===== config.mk =====
export PLATFORM = sky130hd
export DESIGN_NAME = cmem_fill
export DESIGN_NICKNAME = d
export VERILOG_FILES = /design/src/rtl/cmem_fill.sv
export SDC_FILE = /design/constraint.sdc
export NUM_CORES = 2
export LEC_CHECK = 0
export ABC_CLOCK_PERIOD_IN_PS = 5040
export BUFFER_PORTS_ARGS = -buffer_cell sky130_fd_sc_hd__buf_4
export CORE_AREA = 2 2 326 328
export DETAILED_ROUTE_END_ITERATION = 16
export DIE_AREA = 0 0 328 330
export PLACE_DENSITY_LB_ADDON = 0.12
export RECOVER_POWER = 100
export SKIP_CTS_REPAIR_TIMING = 1
export SLEW_MARGIN = 20
export SYNTH_ARGS = -nofsm -noshare
export SYNTH_HDL_FRONTEND = slang
export SYNTH_SLANG_ARGS = --single-unit

===== constraint.sdc =====
create_clock -name clk -period 5.04 [get_ports clk]
set_input_delay 0.252 -clock clk [delete_from_list [all_inputs] [get_ports clk]]
set_output_delay 0.252 -clock clk [all_outputs]
set_load 0.005 [all_outputs]

===== src/rtl/cmem_fill.sv =====
//==============================================================================
// Module      : cmem_fill
// Description : Line-fill responder. Gathers a cache line beat by beat from a
//               64-bit memory port and emits invalidates for external writes.
// Revision    : 1.0 - initial release
//==============================================================================
`default_nettype none

module cmem_fill #(
    parameter int LINE_W  = 512,
    parameter int BLK_LEN = 58
) (
    input  logic               clk,
    input  logic               rst,
    input  logic [BLK_LEN-1:0] b_addr_c,
    input  logic               b_rd_c,
    output logic [LINE_W-1:0]  b_rdata_c,
    output logic               b_dv_c,
    output logic [BLK_LEN-1:0] b_inv_addr_c,
    output logic               inv,
    output logic [63:0]        m_addr,
    output logic               m_rd,
    input  logic               m_ready,
    input  logic [63:0]        m_rdata,
    input  logic               m_rvalid,
    input  logic               s_wr,
    input  logic [63:0]        s_addr
);

    localparam int BEATS    = LINE_W / 64;
    localparam int c_BEAT_W = $clog2(BEATS);
    localparam logic [c_BEAT_W-1:0] c_LAST_BEAT = c_BEAT_W'(BEATS - 1);

    typedef enum logic [1:0] {
        S_IDLE = 2'd0,
        S_REQ  = 2'd1,
        S_WAIT = 2'd2,
        S_RESP = 2'd3
    } state_t;

    state_t                r_state;
    logic [BLK_LEN-1:0]    r_blk;
    logic [c_BEAT_W-1:0]   r_beat;
    logic                  r_restart;
    logic [LINE_W-1:0]     r_line;
    logic                  r_inv;
    logic [BLK_LEN-1:0]    r_inv_addr;

    logic [BLK_LEN-1:0]    w_wr_blk;
    logic                  w_hit;
    logic                  w_unused;

    assign w_wr_blk = s_addr[63:64-BLK_LEN];
    assign w_unused = ^s_addr[63-BLK_LEN:0];

    // A write to the block being gathered poisons every beat fetched so far.
    assign w_hit = s_wr && (w_wr_blk == r_blk) &&
                   ((r_state == S_REQ) || (r_state == S_WAIT));

    assign m_rd         = (r_state == S_REQ);
    assign m_addr       = {r_blk, r_beat, 3'b000};
    assign b_dv_c       = (r_state == S_RESP);
    assign b_rdata_c    = b_dv_c ? r_line : '0;
    assign inv          = r_inv;
    assign b_inv_addr_c = r_inv_addr;

    always_ff @(posedge clk) begin
        if (rst) begin
            r_state   <= S_IDLE;
            r_blk     <= '0;
            r_beat    <= '0;
            r_restart <= 1'b0;
            r_line    <= '0;
        end else begin
            case (r_state)
                S_IDLE: begin
                    if (b_rd_c) begin
                        r_blk     <= b_addr_c;
                        r_beat    <= '0;
                        r_restart <= 1'b0;
                        r_state   <= S_REQ;
                    end
                end
                S_REQ: begin
                    if (w_hit) begin
                        r_restart <= 1'b1;
                    end
                    if (m_ready) begin
                        r_state <= S_WAIT;
                    end
                end
                S_WAIT: begin
                    if (m_rvalid) begin
                        r_line[{r_beat, 6'd0} +: 64] <= m_rdata;
                        if (r_restart || w_hit) begin
                            r_beat    <= '0;
                            r_restart <= 1'b0;
                            r_state   <= S_REQ;
                        end else if (r_beat == c_LAST_BEAT) begin
                            r_state <= S_RESP;
                        end else begin
                            r_beat  <= r_beat + 1'b1;
                            r_state <= S_REQ;
                        end
                    end else if (w_hit) begin
                        r_restart <= 1'b1;
                    end
                end
                S_RESP: begin
                    r_state <= S_IDLE;
                end
                default: begin
                    r_state <= S_IDLE;
                end
            endcase
        end
    end

    // Invalidate path runs regardless of the fill state machine.
    always_ff @(posedge clk) begin
        if (rst) begin
            r_inv      <= 1'b0;
            r_inv_addr <= '0;
        end else begin
            r_inv <= s_wr;
            if (s_wr) begin
                r_inv_addr <= w_wr_blk;
            end
        end
    end

endmodule

`default_nettype wire

==> results_dict.tcl <==
set metrics [dict create \
    grt_max_degree 175 \
    grt_first_pass_wirelength_um 181000 \
    synth_top_family_by_area "simple AND/OR/NAND/NOR gates" \
    finClkSkew_ns 0.0180 \
    crit_top_cell "clkbuf_1" \
    synth_flop_cell "dfxtp_1" \
    path_clk_slew_ns 0.06 \
    fin_nets 4468 \
    grtUsageMet1_pct 28.2 \
    busiest_layer "met2" \
    setup_viol 0 \
    layout-drive-gt1-share_pct 18.6 \
    vias 26900 \
    met2_usage_pct 37.5 \
    cts_root_buffer "clkbuf_16" \
    wl_per_cell_um 22.6 \
    grt_overflow 0 \
    hold_violations 0 \
    track_usage_pct 22.5 \
    muxShareOfSynthArea_pct 2.20 \
    synthCells 3509 \
    drt_iter0_drc 1721 \
    synth_compound_area_share_pct 11.3 \
    drtPass1Iterations 5 \
    drt-vias-per-instance 4.70 \
    initial_utilization_pct 25.8 \
    synth-adder-area-share_pct 0.511 \
    ir_drop_mv 0.201 \
    setup-tns-final_ns 0 \
    crit_path_cell_trace "clkbuf_1, clkbuf_1, mux2i_1, nor2_1" \
    failed_checks "max-capacitance violations, max-slew violations" \
    max-slew-margin-rel_pct -159 \
    gr-usage-met3_pct 7.24 \
    coreArea_um2 105000 \
    min_period_over_period_pct 83.8 \
    clkSinkCount 635 \
    drv_cap 11 \
    final_core_util_pct 35.9 \
    cts_buffer_depth 3 \
    leakage_nw 14.1 \
    async_flop_share_pct 0 \
    synth_xor_area_share_pct 1.46 \
    crit_path_end_kind "flip-flop" \
    seq_area_frac_synth_pct 47.2 \
    fin_crit_ns 4.22 \
    layout_commonest_cell "nand2_1" \
    synth.top_cells.by_area "dfxtp_1, and2_1, a21oi_1" \
    rsz0062_at_grt "no" \
    ant_nets 0 \
    yosys.area.top_type "dfxtp_1" \
    place_congestion 0.825 \
    arrival_ns 4.61 \
    syn_area_per_cell_um2 7.68 \
    max_stage_delay_ns 2.82 \
    status "finished, violations left" \
    synth-edff-count 0 \
    grt_antenna_before_repair 4 \
    crit_fanout 44 \
    required_ns 5.42 \
    yosysWarnings 0 \
    fp.dieArea_um2 108000 \
    final_cell_mix "nand2_1, dfxtp_1, a21oi_1" \
    yosys.area_share.simple_pct 31.9 \
    hold_path_class "input port to flip-flop" \
    startpoint_type "input port" \
    path_class "input port to flip-flop" \
    dp_hpwl_um 83000 \
    first_global_vias 24700 \
    io_pins 829 \
    routed_wl_um 129000 \
    tritoncts "yes" \
    maxSlewViolCount 794 \
    worst_slew_pin_slew_ns 3.89 \
    drc 0 \
    die_w_um 328 \
    fmax_mhz 237 \
    h-tree-depth 3 \
    die_h_um 330 \
    rows 119 \
    slowest_stage "clkbuf_1" \
    synthDistinctLibCells 39 \
    synth_area_um2 27000 \
    p_per_area_nw_per_um2 337 \
    clock_latency_ns 0.64 \
    syn_to_final_growth_pct 39.2 \
    synth-seq-cells 635 \
    numCtsBuffers 79 \
    io_buffers 819 \
    yosysTopAreaCellShare_pct 47.2 \
]
-- kinds of logic (layout without fill, tap and decap cells) --
family                     after synthesis  in the layout
adders and majority gates               11             11
AOI/OAI and AO/OA                      595            595
other                                    1              7
and+or+nand+nor                       1777           1777
DFF                                    635            635
muxes                                   59             59
buffers and inverters                  386           1199
xor gates and xnor gates                45             45
-- path summary, 6_finish.rpt --
check | end | depth (start not counted) | slack [ns] | startpoint
worst max register to register | r_line[305]$_SDFFE_PP0P_ | 7 | 1.06 | r_beat[0]$_SDFFE_PP0P_
worst min-delay path | b_inv_addr_c[18]$_SDFFE_PP0P_ | 2 | 0.06 | rst
worst min register to register | r_line[62]$_SDFFE_PP0P_ | 2 | 0.44 | r_line[62]$_SDFFE_PP0P_
worst max-delay path | b_inv_addr_c[49]$_SDFFE_PP0P_ | 4 | 0.82 | s_wr
-- cells in the mapped netlist (4+ instances only) --
cell and number:
nand2_1 733, dfxtp_1 635, a21oi_1 574, and2_1 515, nand3_1 417, clkbuf_1 327, nor2_1 69, mux2i_1 58
xor2_1 43, buf_1 33, inv_1 22, ha_1 11, nor4_1 11, nor2b_1 8, o22ai_1 7, nor3_1 6
nand2b_1 4, or3_1 4
-- sequential cells by signal (all words and copies together) (netlist names) --
name and cells:
inv 1, r_restart 1, r_state 2, r_beat 3
r_line 512, b_inv_addr_c 58, r_blk 58
-- metrics by stage --
stage | power (mW) | hold WS [ns] | worst slack [ns] | area [µm²] | instances
after global placement | 7.04 | 0.434 | 1.40 | 34000 | 5395
after CTS | 12.8 | -0.202 | 1.32 | 36500 | 5535
after detailed placement | 7.05 | 0.440 | 1.34 | 34000 | 5395
after global routing | 13.2 | 0.0561 | 0.561 | 37500 | 5719
after floorplan | 6.21 | 0.388 | 2.46 | 27000 | 3511
final | 12.7 | 0.0569 | 0.817 | 37500 | 5719
-- metal layers --
layer  share of wire [%]  vias to the layer above
met1                  42                    13000
met2                  48                      816
li1                    -                    13000
met4                 2.1                        0
met3                 7.7                      139
met5                   0                        -
-- critical path, delay by kind of cell --
family | cells | cell delay (ns)
buf+inv | 2 | 3.84
mux | 1 | 0.38
simple gates | 1 | 0.07
-- power breakdown --
group | internal [mW] | total (mW) | switching, mW | leakage (nW)
logic | 0.542 | 1.66 | 1.12 | 7.73
clock network | 3.32 | 5.67 | 2.35 | 1.26
registers | 5.19 | 5.33 | 0.136 | 5.13
total | 9.05 | 12.7 | 3.61 | 14.1
-- cell type report --
type,count,area [µm²]
antenna,4,10.0
clock buffer,117,2340
clock inverter,23,183
fill,11300,67100
inverter,22,82.6
multi-input combinational,2490,12900
sequential,635,12700
tap,1391,1740
timing repair buffer,1037,7570
No activity file was read; power rests on OpenSTA's default activity.
